File: config.mk
export PLATFORM = sky130hd
export DESIGN_NAME = surf_cout_align
export DESIGN_NICKNAME = d
export VERILOG_FILES = /design/src/rtl/surf_cout_align.sv
export SDC_FILE = /design/constraint.sdc
export NUM_CORES = 1
export LEC_CHECK = 0
export ABC_CLOCK_PERIOD_IN_PS = 2400
export BUFFER_PORTS_ARGS = -buffer_cell sky130_fd_sc_hd__buf_2
export CORE_AREA = 2 2 104 106
export CTS_CLUSTER_DIAMETER = 50
export DETAILED_ROUTE_END_ITERATION = 10
export DIE_AREA = 0 0 106 108
export GPL_TIMING_DRIVEN = 0
export HOLD_SLACK_MARGIN = 0.03
export SYNTH_ARGS = -nofsm -noshare
export SYNTH_HDL_FRONTEND = slang
export SYNTH_SLANG_ARGS = --single-unit
File: constraint.sdc
create_clock -name sysclk_i -period 2.4 [get_ports sysclk_i]
set_input_delay 0.24 -clock sysclk_i [delete_from_list [all_inputs] [get_ports sysclk_i]]
set_output_delay 0.24 -clock sysclk_i [all_outputs]
set_load 0.05 [all_outputs]
File: src/rtl/surf_cout_align.sv
// SURF COUT/DOUT lane aligner: sweeps IDELAY taps per lane, centres the
// widest stable eye, then bitslips the ISERDES until the training word lands.
module surf_cout_align #(
    parameter logic [3:0] COUT_TRAIN    = 4'h8,
    parameter logic [7:0] DOUT_TRAIN    = 8'hA8,
    parameter int         SETTLE_CYCLES = 16,
    parameter int         CHECK_CYCLES  = 64,
    parameter int         MIN_EYE       = 4
) (
    input  logic       sysclk_i,
    input  logic       rst_n_i,
    input  logic       start_i,
    input  logic [3:0] cout_i,
    input  logic [7:0] dout_i,
    output logic [4:0] idelay_value_o,
    output logic       idelay_cout_load_o,
    output logic       idelay_dout_load_o,
    output logic       iserdes_rst_o,
    output logic       iserdes_cout_bitslip_o,
    output logic       iserdes_dout_bitslip_o,
    output logic       busy_o,
    output logic       locked_o,
    output logic       fail_o,
    output logic [4:0] cout_delay_o,
    output logic [4:0] dout_delay_o
);

    typedef enum logic [3:0] {
        ST_IDLE, ST_SRST, ST_LOAD, ST_SETTLE, ST_CHECK, ST_NEXT,
        ST_PICK, ST_SLIP, ST_SLIPWAIT, ST_LOCKED, ST_FAIL
    } state_t;

    localparam logic [7:0] SRST_LAST   = 8'd3;
    localparam logic [7:0] SETTLE_LAST = 8'(SETTLE_CYCLES - 1);
    localparam logic [7:0] CHECK_LAST  = 8'(CHECK_CYCLES - 1);
    localparam logic [7:0] SW_LAST     = 8'(SETTLE_CYCLES + 4);

    state_t     state_q, state_d;
    logic       lane_q;
    logic [4:0] tap_q;
    logic [7:0] cnt_q;
    logic [7:0] first_q;
    logic       good_q;
    logic [4:0] run_start_q, best_start_q;
    logic [5:0] run_len_q, best_len_q;
    logic [3:0] slip_q;
    logic [4:0] value_q;
    logic [4:0] cout_dly_q, dout_dly_q;

    logic [7:0] word, train;
    logic [3:0] width;
    logic [4:0] center;
    logic       eye_ok, match, start_acc, lane_sw;
    logic [5:0] run_len_inc;
    logic [4:0] run_start_cur;

    // True when the sample equals any bit-rotation of the lane's training word
    function automatic logic rot_ok(input logic [7:0] w, input logic ln);
        logic       hit;
        logic [7:0] r8;
        logic [3:0] r4;
        hit = 1'b0;
        r8  = DOUT_TRAIN;
        r4  = COUT_TRAIN;
        for (int i = 0; i < 8; i++) begin
            if (ln) hit = hit | (w == r8);
            else    hit = hit | (w == {4'h0, r4});
            r8 = {r8[6:0], r8[7]};
            r4 = {r4[2:0], r4[3]};
        end
        return hit;
    endfunction

    assign word          = lane_q ? dout_i : {4'h0, cout_i};
    assign train         = lane_q ? DOUT_TRAIN : {4'h0, COUT_TRAIN};
    assign width         = lane_q ? 4'd8 : 4'd4;
    assign center        = 5'(6'(best_start_q) + (best_len_q >> 1));
    assign eye_ok        = best_len_q >= 6'(MIN_EYE);
    assign match         = word == train;
    assign run_len_inc   = run_len_q + 6'd1;
    assign run_start_cur = (run_len_q == 6'd0) ? tap_q : run_start_q;
    assign start_acc     = start_i && (state_q == ST_IDLE ||
                           state_q == ST_LOCKED || state_q == ST_FAIL);
    assign lane_sw       = state_q == ST_SLIPWAIT && cnt_q == SW_LAST &&
                           match && !lane_q;
    assign cout_delay_o  = cout_dly_q;
    assign dout_delay_o  = dout_dly_q;

    // State register
    always_ff @(posedge sysclk_i or negedge rst_n_i) begin
        if (!rst_n_i) state_q <= ST_IDLE;
        else          state_q <= state_d;
    end

    // Next-state logic and per-state strobes
    always_comb begin
        state_d                = state_q;
        idelay_value_o         = value_q;
        idelay_cout_load_o     = 1'b0;
        idelay_dout_load_o     = 1'b0;
        iserdes_rst_o          = 1'b0;
        iserdes_cout_bitslip_o = 1'b0;
        iserdes_dout_bitslip_o = 1'b0;
        busy_o                 = 1'b1;
        locked_o               = 1'b0;
        fail_o                 = 1'b0;
        unique case (state_q)
            ST_IDLE, ST_LOCKED, ST_FAIL: begin
                busy_o   = 1'b0;
                locked_o = state_q == ST_LOCKED;
                fail_o   = state_q == ST_FAIL;
                if (start_i) state_d = ST_SRST;
            end
            ST_SRST: begin
                iserdes_rst_o = 1'b1;
                if (cnt_q == SRST_LAST) state_d = ST_LOAD;
            end
            ST_LOAD: begin
                idelay_value_o     = tap_q;
                idelay_cout_load_o = !lane_q;
                idelay_dout_load_o = lane_q;
                state_d            = ST_SETTLE;
            end
            ST_SETTLE: if (cnt_q == SETTLE_LAST) state_d = ST_CHECK;
            ST_CHECK:  if (cnt_q == CHECK_LAST)  state_d = ST_NEXT;
            ST_NEXT:   state_d = (tap_q == 5'd31) ? ST_PICK : ST_LOAD;
            ST_PICK: begin
                if (eye_ok) begin
                    idelay_value_o     = center;
                    idelay_cout_load_o = !lane_q;
                    idelay_dout_load_o = lane_q;
                    state_d            = ST_SLIPWAIT;
                end else begin
                    state_d = ST_FAIL;
                end
            end
            ST_SLIPWAIT: begin
                if (cnt_q == SW_LAST) begin
                    if (match)                state_d = lane_q ? ST_LOCKED : ST_LOAD;
                    else if (slip_q == width) state_d = ST_FAIL;
                    else                      state_d = ST_SLIP;
                end
            end
            ST_SLIP: begin
                iserdes_cout_bitslip_o = !lane_q;
                iserdes_dout_bitslip_o = lane_q;
                state_d                = ST_SLIPWAIT;
            end
            default: state_d = ST_IDLE;
        endcase
    end

    // Sweep datapath: counters, tap, eye tracking and chosen delays
    always_ff @(posedge sysclk_i or negedge rst_n_i) begin
        if (!rst_n_i) begin
            cnt_q        <= '0;
            lane_q       <= 1'b0;
            tap_q        <= '0;
            first_q      <= '0;
            good_q       <= 1'b0;
            run_start_q  <= '0;
            run_len_q    <= '0;
            best_start_q <= '0;
            best_len_q   <= '0;
            slip_q       <= '0;
            value_q      <= '0;
            cout_dly_q   <= '0;
            dout_dly_q   <= '0;
        end else begin
            cnt_q <= (state_d != state_q) ? 8'd0 : cnt_q + 8'd1;
            if (start_acc || lane_sw) begin
                lane_q       <= lane_sw;
                tap_q        <= '0;
                run_start_q  <= '0;
                run_len_q    <= '0;
                best_start_q <= '0;
                best_len_q   <= '0;
            end else begin
                unique case (state_q)
                    ST_LOAD: value_q <= tap_q;
                    ST_CHECK: begin
                        if (cnt_q == 8'd0) begin
                            first_q <= word;
                            good_q  <= rot_ok(word, lane_q);
                        end else begin
                            good_q  <= good_q && (word == first_q);
                        end
                    end
                    ST_NEXT: begin
                        if (good_q) begin
                            run_len_q   <= run_len_inc;
                            run_start_q <= run_start_cur;
                            if (run_len_inc > best_len_q) begin
                                best_len_q   <= run_len_inc;
                                best_start_q <= run_start_cur;
                            end
                        end else begin
                            run_len_q <= '0;
                        end
                        if (tap_q != 5'd31) tap_q <= tap_q + 5'd1;
                    end
                    ST_PICK: begin
                        slip_q <= '0;
                        if (eye_ok) begin
                            value_q <= center;
                            if (lane_q) dout_dly_q <= center;
                            else        cout_dly_q <= center;
                        end
                    end
                    ST_SLIP: slip_q <= slip_q + 4'd1;
                    default: ;
                endcase
            end
        end
    end

endmodule

* After elaboration in Yosys (flattened, before gate mapping)
Index checks and enable logic that the tools add are counted.
** Operators by class
- $add $sub $neg :: 5
- Multiply operators :: 0
- Div/mod/pow operators :: 0
- Magnitude comparators :: 2
- Equality and inequality tests :: 32
- Shift-type cells :: 0
- Multiplexer cells :: 76
- Bitwise gates (word level) :: 16
- Reduce and logical (&&, ||, !) cells :: 26
** Operators by type and width (number)
- two-way mux 5 bit :: 12
- two-way mux 6 bit :: 7
- two-way mux 1 bit :: 38
- two-way mux 4 bit :: 9
- case mux 4 bit (9 select lines) :: 1
- equality test 8 x 7 -> 1 bit (second input constant) :: 3
- equality test 8 bit (second input constant) :: 3
- two-way mux 8 bit :: 3
- equality test 4 x 3 -> 1 bit (second input constant) :: 4
- equality test 8 x 2 -> 1 bit (second input constant) :: 2
- equality test 8 x 4 -> 1 bit (second input constant) :: 2
- equality test 8 x 5 -> 1 bit (second input constant) :: 2
- equality test 8 x 6 -> 1 bit (second input constant) :: 2
- equality test 8 bit :: 2
- OR 1 bit :: 14
- equality test 4 bit (second input constant) :: 3
- case mux 5 bit (2 select lines) :: 1
- nonzero test 2 bit :: 5
- adder 8 x 1 -> 8 bit (second input constant) :: 1
- equality test 4 x 2 -> 1 bit (second input constant) :: 2
- equality test 8 x 1 -> 1 bit (second input constant) :: 1
- equality test 8 x 3 -> 1 bit (second input constant) :: 1
- logical NOT 8 bit :: 1
- case mux 4 bit (2 select lines) :: 1
- other kinds (24) :: 37
** Word-level totals
- Register bits after elaboration :: 68
- Latch bits :: 0
- Memory bits (writable) :: 0
- ROM bits :: 0
- Input port bits :: 15
- Output and inout port bits :: 23
- Logic and storage cells :: 171
- Memories kept :: 0

* Longest topological paths before layout
Gate-level depths: netlist of run 1.
- Depth in word-level cells :: 39
- Depth in mapped cells :: 10
- Mapped depth without buffers :: 9

* Worst setup path before layout of run 1
No wires, ideal clock.
- Path type :: reg2reg
- From :: register state_q[3]
- To :: register cnt_q[2]
- Data arrival time :: 3.184 ns
- Data required time :: 2.327 ns
- Slack :: -0.857 ns
- Cell stages (with the launch flop) :: 8
- Buffers on the path :: 2
- Path through :: dfrtp_1 buf_2 clkbuf_1 nor4_1 a22oi_1 a31oi_1 o221ai_4 nor2_1
** Between the ends
- Cells in the longest elaborated chain, start to end :: 5
- Elaborated cells between the ends (all ways) :: 20
- Classes of those cells :: 11 x eq/ne; 7 x mux; 2 x reduce/logical
** RTL lines
- start: declaration :: line 38 : state_t state_q, state_d;
- start signal: assignment :: line 92 : else state_q <= state_d;
- equality test 4 bit or logical NOT 4 bit (tied branches) :: line 107 : unique case (state_q)
- OR reduction 3 bit :: line 107
- case mux 4 bit (9 select lines) :: line 107
- != test 4 bit * :: line 170 : cnt_q <= (state_d != state_q) ? 8'd0 : cnt_q + 8'd1;
- two-way mux 8 bit * :: line 170
- end signal: assignment :: line 170
- end: declaration :: line 41 : logic [7:0] cnt_q;
Mark *: on every way between the ends. The rest lies on a longest branch, timed or not.
A chain may end at the register's enable or synchronous reset.

* Worst setup path after layout of run 1
- From :: register best_len_q[1]
- To :: output idelay_value_o[4]
** Between the ends
- Cells in the longest elaborated chain, start to end :: 3
- Elaborated cells between the ends (all ways) :: 4
- Classes of those cells :: 1 x add/sub; 1 x order compare; 2 x mux
** RTL lines
- start: declaration :: line 45 : logic [5:0] run_len_q, best_len_q;
- start signal: assignment :: line 194 : best_len_q <= run_len_inc;
- adder 5 bit or greater-or-equal comparator 6 x 3 -> 1 bit (tied branches) :: line 77, 78
- two-way mux 5 bit *
- case mux 5 bit (2 select lines) *
- end: declaration :: line 15 : output logic [4:0] idelay_value_o,
Marks and branches as above.

==> metrics.yaml, run 1 <==
floorplan:
  die_x_um: 106
  core_area_um2: 10200
  dieArea_um2: 11400
  io_pins: 38
  rows: 37
  dieHeight_um: 108
  initial_core_util_pct: 40.3
power:
  swShare_pct: 40.0
  power.ir.vdd_worst_mv: 0.340
  power.share.sequential_pct: 36.5
  powerDensity_nw_per_um2: 754
  total_power_mw: 3.79
  p_int_mw: 2.28
  p_sw_mw: 1.52
  leakagePower_nw: 2.27
  comb_power_share_pct: 36.8
  pwr-share-clk_pct: 26.6
setup_path:
  worstPathMaxFanout: 2
  crit_path_max_incr_delay_ns: 0.41
  worstPathArrival_ns: 2.33
  crit_buf_inv: 2
  cpMaxStageDelayCell: "dfrtp_1"
  crit_chain: "ha_2, fa_2, a21o_1, a21oi_2, xnor2_2, inv_1, a22oi_2, o21ai_2, buf_6"
  criticalPathCategory: "reg2out"
  required_ns: 2.16
  crit_family: "compound AO/OA/AOI/OAI gates"
  worstSetupStartpointType: "flop"
  worstSetupEndpointType: "output pin"
sta:
  finalHoldViolCount: 0
  fin_crit_sh_pct: 107
  fmax_mhz: 389
  fin_tns_setup_ns: -0.253
  worst_slack_ns: -0.170
  grt_setup_unrepaired: "yes"
  finalClockSkew_ns: 0.0155
  finalSetupViolations: 2
  maxSlewViolCount: 0
  holdWs_ns: 0.000166
  tightestPinTransition_ns: 0.906
  slew-limit-headroom_pct: 39.6
  min_period_ns: 2.57
logic_synthesis:
  ys_ff_latch: 68
  syn_inst: 455
  ys_seq_area_share_pct: 41.3
  synth_flop_cell: "dfrtp_1"
  postSynth.asyncResetShare_pct: 100
  synth.net_count: 489
  yosysWarnings: 0
  syn_area_um2: 4120
  synth_edf_count: 0
  avgSynthCellArea_um2: 9.05
  ys_types: 57
routing:
  wl_per_cell_um: 15.3
  route.detailed.drc: 0
  first_iter_violations: 175
  routed-via-count: 3508
  wl_met1_mm: 4.58
  ant_nets: 0
  dr.pass1.iters: 4
  top_layer_used: "met4"
  route.met2.wl_mm: 5.11
  routed_wl_mm: 10.1
  via_per_inst: 5.35
  dr_wl_met3_um: 259
placement:
  port_buffers: 33
  post-dp-hpwl_mm: 7.03
  dp.cells: 624
  place.gp.congestion: 0.823
  place_area_um2: 4480
  dp_worst_setup_slack_ns: -0.247
cells_and_area:
  finalNonFillerCells: 656
  final_common_cell: "dfrtp_1"
  fillers: 952
  fin_util_pct: 49.2
  final_area_um2: 5030
  diodes: 0
  drive_above_1_share_pct: 24.4
  syn2layout_area_growth_pct: 22.2
  final_nets: 549
  layout_common_cells: "dfrtp_1 (65), nand2_1 (49), nor2_1 (48)"
cts:
  cts-buffers-inserted: 9
  clk_latency_ns: 0.35
  cts.sinks: 68
  ctsHoldBuffers: 0
  clk_pin_slew_worst_paths_ns: 0.10
  cts_tree: "built"
  cts_max_level: 3
  clockBufferDepth: 2
  cts_root_buffer: "clkbuf_8"
global_routing:
  grt_first_pass_wirelength_mm: 17.0
  grt_pass1_vias: 3437
  grt_max_degree: 69
  grt_overflow_total: 0
  grtUsageTotal_pct: 18.6
  antenna_found_initial: 0
outcome:
  status: "complete, but fails checks"
  violations: "negative setup slack"
worst_hold_path:
  holdCritPathClass: "in2async"
flow_run:
  maxCapViolations: 0
[layout make-up]
cell class / instances / area, um^2 / share of cell area, %
buffer: 24 / 130 / 2.59
clock buffer: 9 / 124 / 2.46
clock inverter: 7 / 81.3 / 1.62
inverter: 18 / 67.6 / 1.34
multi-input combinational: 345 / 2440 / 48.4
sequential: 68 / 1710 / 33.9
tap: 136 / 170 / 3.38
timing repair buffer: 49 / 319 / 6.34
[flip-flops by register name, summed over array words and instances (netlist names)]
signal,count
slip_q,4
cout_delay_o,5
cnt_q,8
best_start_q,5
tap_q,5
best_len_q,6
first_q,8
run_start_q,5
good_q,1
lane_q,1
state_q,4
run_len_q,6
value_q,5
dout_delay_o,5
[worst reg2reg max path: cells and delay by family, from the launching register on]
family,cells,cell delay (ns)
simple gates,2,0.18
fa+ha+maj,2,0.49
mux,1,0.15
compound gates,3,0.51
xor+xnor,1,0.20
buf+inv,1,0.18
flops,1,0.41
[cell families (layout without fill, tap and decap cells)]
family / after synthesis / in the layout / synth area share [%]
buffers and inverters: 42 / 107 / 4.43
muxes: 19 / 19 / 4.77
AOI/OAI and AO/OA: 100 / 100 / 15.7
DFF: 68 / 68 / 41.3
xor gates and xnor gates: 30 / 30 / 6.38
adders and majority gates: 19 / 19 / 5.95
and+or+nand+nor: 177 / 177 / 21.4
[final timing paths]
kind,cells past startpoint,startpoint,end,slack [ns]
min in group sysclk_i,3,dout_i[6],first_q[6],0.24
max,9,best_len_q[1],idelay_value_o[4],-0.17
max in group asynchronous,1,rst_n_i,run_len_q[2],1.74
min,1,rst_n_i,dout_delay_o[4],0.0002
max reg2reg,10,run_len_q[0],best_len_q[1],0.15
min reg2reg,2,dout_delay_o[3],dout_delay_o[3],0.48
[Yosys cell counts, types with 6 or more instances]
| master | count | area, um^2 |
|---|---|---|
| nor2_1 | 49 | 184 |
| dfrtp_1 | 68 | 1700 |
| nand4_1 | 7 | 43.8 |
| a22oi_1 | 10 | 75.1 |
| xor2_1 | 12 | 105 |
| o31ai_1 | 6 | 45.0 |
| mux2i_1 | 14 | 140 |
| a21oi_1 | 21 | 105 |
| inv_1 | 18 | 67.6 |
| nand3b_1 | 6 | 45.0 |
| ha_1 | 18 | 225 |
| a211oi_1 | 6 | 45.0 |
| o21ai_0 | 34 | 170 |
| nand3_1 | 17 | 85.1 |
| xnor2_1 | 18 | 158 |
| nor3_1 | 8 | 40.0 |
| nor4_1 | 7 | 43.8 |
| clkbuf_1 | 13 | 48.8 |
| buf_2 | 8 | 40.0 |
| nand2_1 | 49 | 184 |
[routing by layer]
| layer | vias to the layer above | track usage [%] |
|---|---|---|
| li1 | 1735 | - |
| met1 | 1709 | 24.2 |
| met2 | 53 | 32.6 |
| met3 | 11 | 2.41 |
| met4 | 0 | 5.83 |
| met5 | - | 0 |
[what timing repair did]
action | 4_1_cts | 5_1_grt
endpoints found under the setup margin | 29 | 46
buffers inserted | 7 | 9
resized for setup | 22 | 36
pin swaps | 5 | 9
[power groups by stage]
| stage | registers, mW | logic (mW) | clock network [mW] |
|---|---|---|---|
| floorplan | 1.38 | 0.923 | 0 |
| global placement | 1.39 | 1.21 | 0 |
| detailed placement | 1.40 | 1.22 | 0 |
| CTS | 1.38 | 1.31 | 1.04 |
| global route | 1.40 | 1.52 | 1.08 |
| finish | 1.39 | 1.40 | 1.01 |
No activity file was read; power rests on OpenSTA's default activity.
==> inputs of run 2 (changes only) <==
- SETUP_SLACK_MARGIN: not set -> 0.3
==> run 2 against run 1 <==
Against the previous run:
- the flow finishes with violations (negative hold slack, negative setup slack)
- via count grew 3.1%
- fmax grew 1.1%
- combinational power grew 18%
- clock skew shrank 0.0036 ns
- largest power group unchanged
- register-to-register slack gained 0.10 ns
- sequential share of layout area shrank 2.9 points
- total power grew 7.4%
- hold slack lost 0.00067 ns
==> metrics.yaml, run 2 (same netlist as run 1, synthesis figures left out) <==
cts:
  clockBufferDepth: 2  # unchanged
  cts.sinks: 68  # unchanged
  cts_max_level: 3  # unchanged
  clk_latency_ns: 0.35  # about the same
  cts_root_buffer: "clkbuf_8"
  cts-buffers-inserted: 9  # unchanged
  cts_tree: "built"
  ctsHoldBuffers: 0  # unchanged
  clk_pin_slew_worst_paths_ns: 0.09  # about the same
sta:
  tightestPinTransition_ns: 0.911  # +0.00562 ns
  grt_setup_unrepaired: "yes"
  worst_slack_ns: -0.143  # +0.0276 ns
  maxSlewViolCount: 0  # unchanged
  holdWs_ns: -0.000509  # -0.000674 ns
  finalHoldViolCount: 6  # +6
  fmax_mhz: 393  # +1.1%
  fin_crit_sh_pct: 106  # -1.1 points
  min_period_ns: 2.54  # -0.0276 ns
  finalClockSkew_ns: 0.0119  # -0.00362 ns
  finalSetupViolations: 1  # -1
  slew-limit-headroom_pct: 39.2  # -0.37 points
cells_and_area:
  top_regs: "cnt_q: 8 flops, first_q: 8 flops"
  layout_common_cells: "dfrtp_1 (59), nand2_1 (47), nor2_1 (37)"
  finalNonFillerCells: 665  # +1.4%
  final_nets: 558  # +1.6%
  syn2layout_area_growth_pct: 34.1
  diodes: 0  # unchanged
  area.sequential_um2: 1710  # +0.44%
  fillers: 908  # -4.6%
  drive_above_1_share_pct: 36.7  # +12 points
  multiInputGateArea_um2: 2740  # +12%
  final_common_cell: "dfrtp_1"
floorplan:
  dieHeight_um: 108  # unchanged
  die_x_um: 106  # unchanged
  dieArea_um2: 11400  # unchanged
  initial_core_util_pct: 40.3  # unchanged
  rows: 37  # unchanged
  io_pins: 38  # unchanged
  core_area_um2: 10200  # unchanged
routing:
  ant_nets: 0  # unchanged
  routed-via-count: 3615  # +3.1%
  routed_wl_mm: 10.8  # +7.0%
  wl_per_cell_um: 16.2  # +5.5%
  route.detailed.drc: 0  # unchanged
  first_iter_violations: 124  # -29%
  via_per_inst: 5.44  # +1.7%
  dr.pass1.iters: 4  # unchanged
power:
  powerDensity_nw_per_um2: 738  # -2.1%
  comb_power_share_pct: 40.5  # +3.7 points
  power.ir.vdd_worst_mv: 0.405  # +19%
  total_power_mw: 4.07  # +7.4%
  p_sw_mw: 1.64  # +8.1%
  power.share.sequential_pct: 34.6  # -1.9 points
  swShare_pct: 40.2  # +0.27 points
  pwr-share-clk_pct: 24.8  # -1.8 points
  leakagePower_nw: 2.40  # +5.9%
  p_int_mw: 2.43  # +6.9%
global_routing:
  grt_max_degree: 69  # unchanged
  grt_overflow_total: 0  # unchanged
  grt_pass1_vias: 3736  # +8.7%
  antenna_found_initial: 0  # unchanged
  grt_first_pass_wirelength_mm: 17.8  # +4.5%
  grtUsageTotal_pct: 19.5  # +0.86 points
setup_path:
  crit_chain: "ha_2, fa_2, a21o_1, a21oi_2, xnor2_2, inv_2, a22oi_2, o21ai_4, buf_6"
  cpMaxStageDelayCell: "dfrtp_1"
  crit_buf_inv: 2  # unchanged
  crit_path_max_incr_delay_ns: 0.41  # about the same
  criticalPathCategory: "reg2out"
  crit-reg2reg-capture: "best_len_q[2]"
  crit_family: "compound AO/OA/AOI/OAI gates"
  worstSetupEndpointType: "output pin"
  worstPathMaxFanout: 2  # unchanged
  worstSetupStartpointType: "flop"
  worstPathArrival_ns: 2.30  # -0.03 ns
  timing.rr.start: "run_len_q[0]"
  required_ns: 2.16  # about the same
  r2r_cells: 10  # unchanged
  regToRegSetupSlack_ns: 0.25  # +0.10 ns
outcome:
  status: "complete, but fails checks"
  violations: "negative hold slack, negative setup slack"
placement:
  dp.cells: 624  # unchanged
  place.gp.congestion: 0.823  # about the same
  port_buffers: 33  # unchanged
  post-dp-hpwl_mm: 7.04  # about the same
worst_hold_path:
  holdCritPathClass: "in2async"
flow_run:
  maxCapViolations: 0  # unchanged
-- run 2: final cells by class --
class	instances	share of cell area (%)
inverter	18	1.22
timing repair buffer	58	7.98
tap	136	3.08
buffer	24	3.40
multi-input combinational	345	49.6
sequential	68	31.0
clock inverter	7	1.47
clock buffer	9	2.24
-- run 2: how the worst max path moves through the flow --
| stage | start | endpoint | slack (ns) | cells after the start |
|---|---|---|---|---|
| 6_report | best_len_q[1] | idelay_value_o[4] | -0.14 | 9 |
| 3_5_place_dp | best_len_q[1] | idelay_value_o[4] | -0.16 | 9 |
| 2_1_floorplan | state_q[2] | iserdes_cout_bitslip_o | 0.09 | 6 |
| 5_1_grt | best_start_q[0] | idelay_value_o[4] | -0.24 | 9 |
| 4_1_cts | best_len_q[1] | idelay_value_o[4] | -0.15 | 9 |
| 3_3_place_gp | best_len_q[1] | idelay_value_o[4] | -0.16 | 9 |
-- run 2: power groups by stage --
stage          Sequential [mW]  Clock [mW]  Combinational, mW
2_1_floorplan             1.38           0              0.971
3_3_place_gp              1.40           0               1.24
3_5_place_dp              1.40           0               1.26
4_1_cts                   1.40        1.03               1.51
5_1_grt                   1.43        1.09               1.78
6_report                  1.41        1.01               1.65
-- run 2: repair_timing --
action,in CTS,in global routing
endpoints found under the hold margin,0,0
pin swaps,19,29
resized for setup,83,66
endpoints found under the setup margin,66,55
cloned,0,1
buffers inserted,19,5
-- run 2: routing by layer --
metal | track usage [%] | vias to the layer above | share of wire (%)
li1 | - | 1748 | -
met1 | 23.9 | 1777 | 45
met2 | 33.9 | 71 | 50
met3 | 3.32 | 19 | 3.2
met4 | 8.65 | 0 | 1.8
met5 | 0 | - | 0
-- run 2: stage by stage --
step	utilization [%]	cell area [um^2]	setup WS, ns	hold slack, ns	TNS, ns
6_report	54.0	5520	-0.143	-0.000509	-0.143
4_1_cts	51.2	5240	-0.153	0.0385	-0.156
2_1_floorplan	-	4230	0.0903	-0.0556	0
3_5_place_dp	44.6	4570	-0.164	0.427	-0.185
3_3_place_gp	44.6	4560	-0.161	0.459	-0.161
5_1_grt	54.0	5520	-0.244	0.0660	-0.264
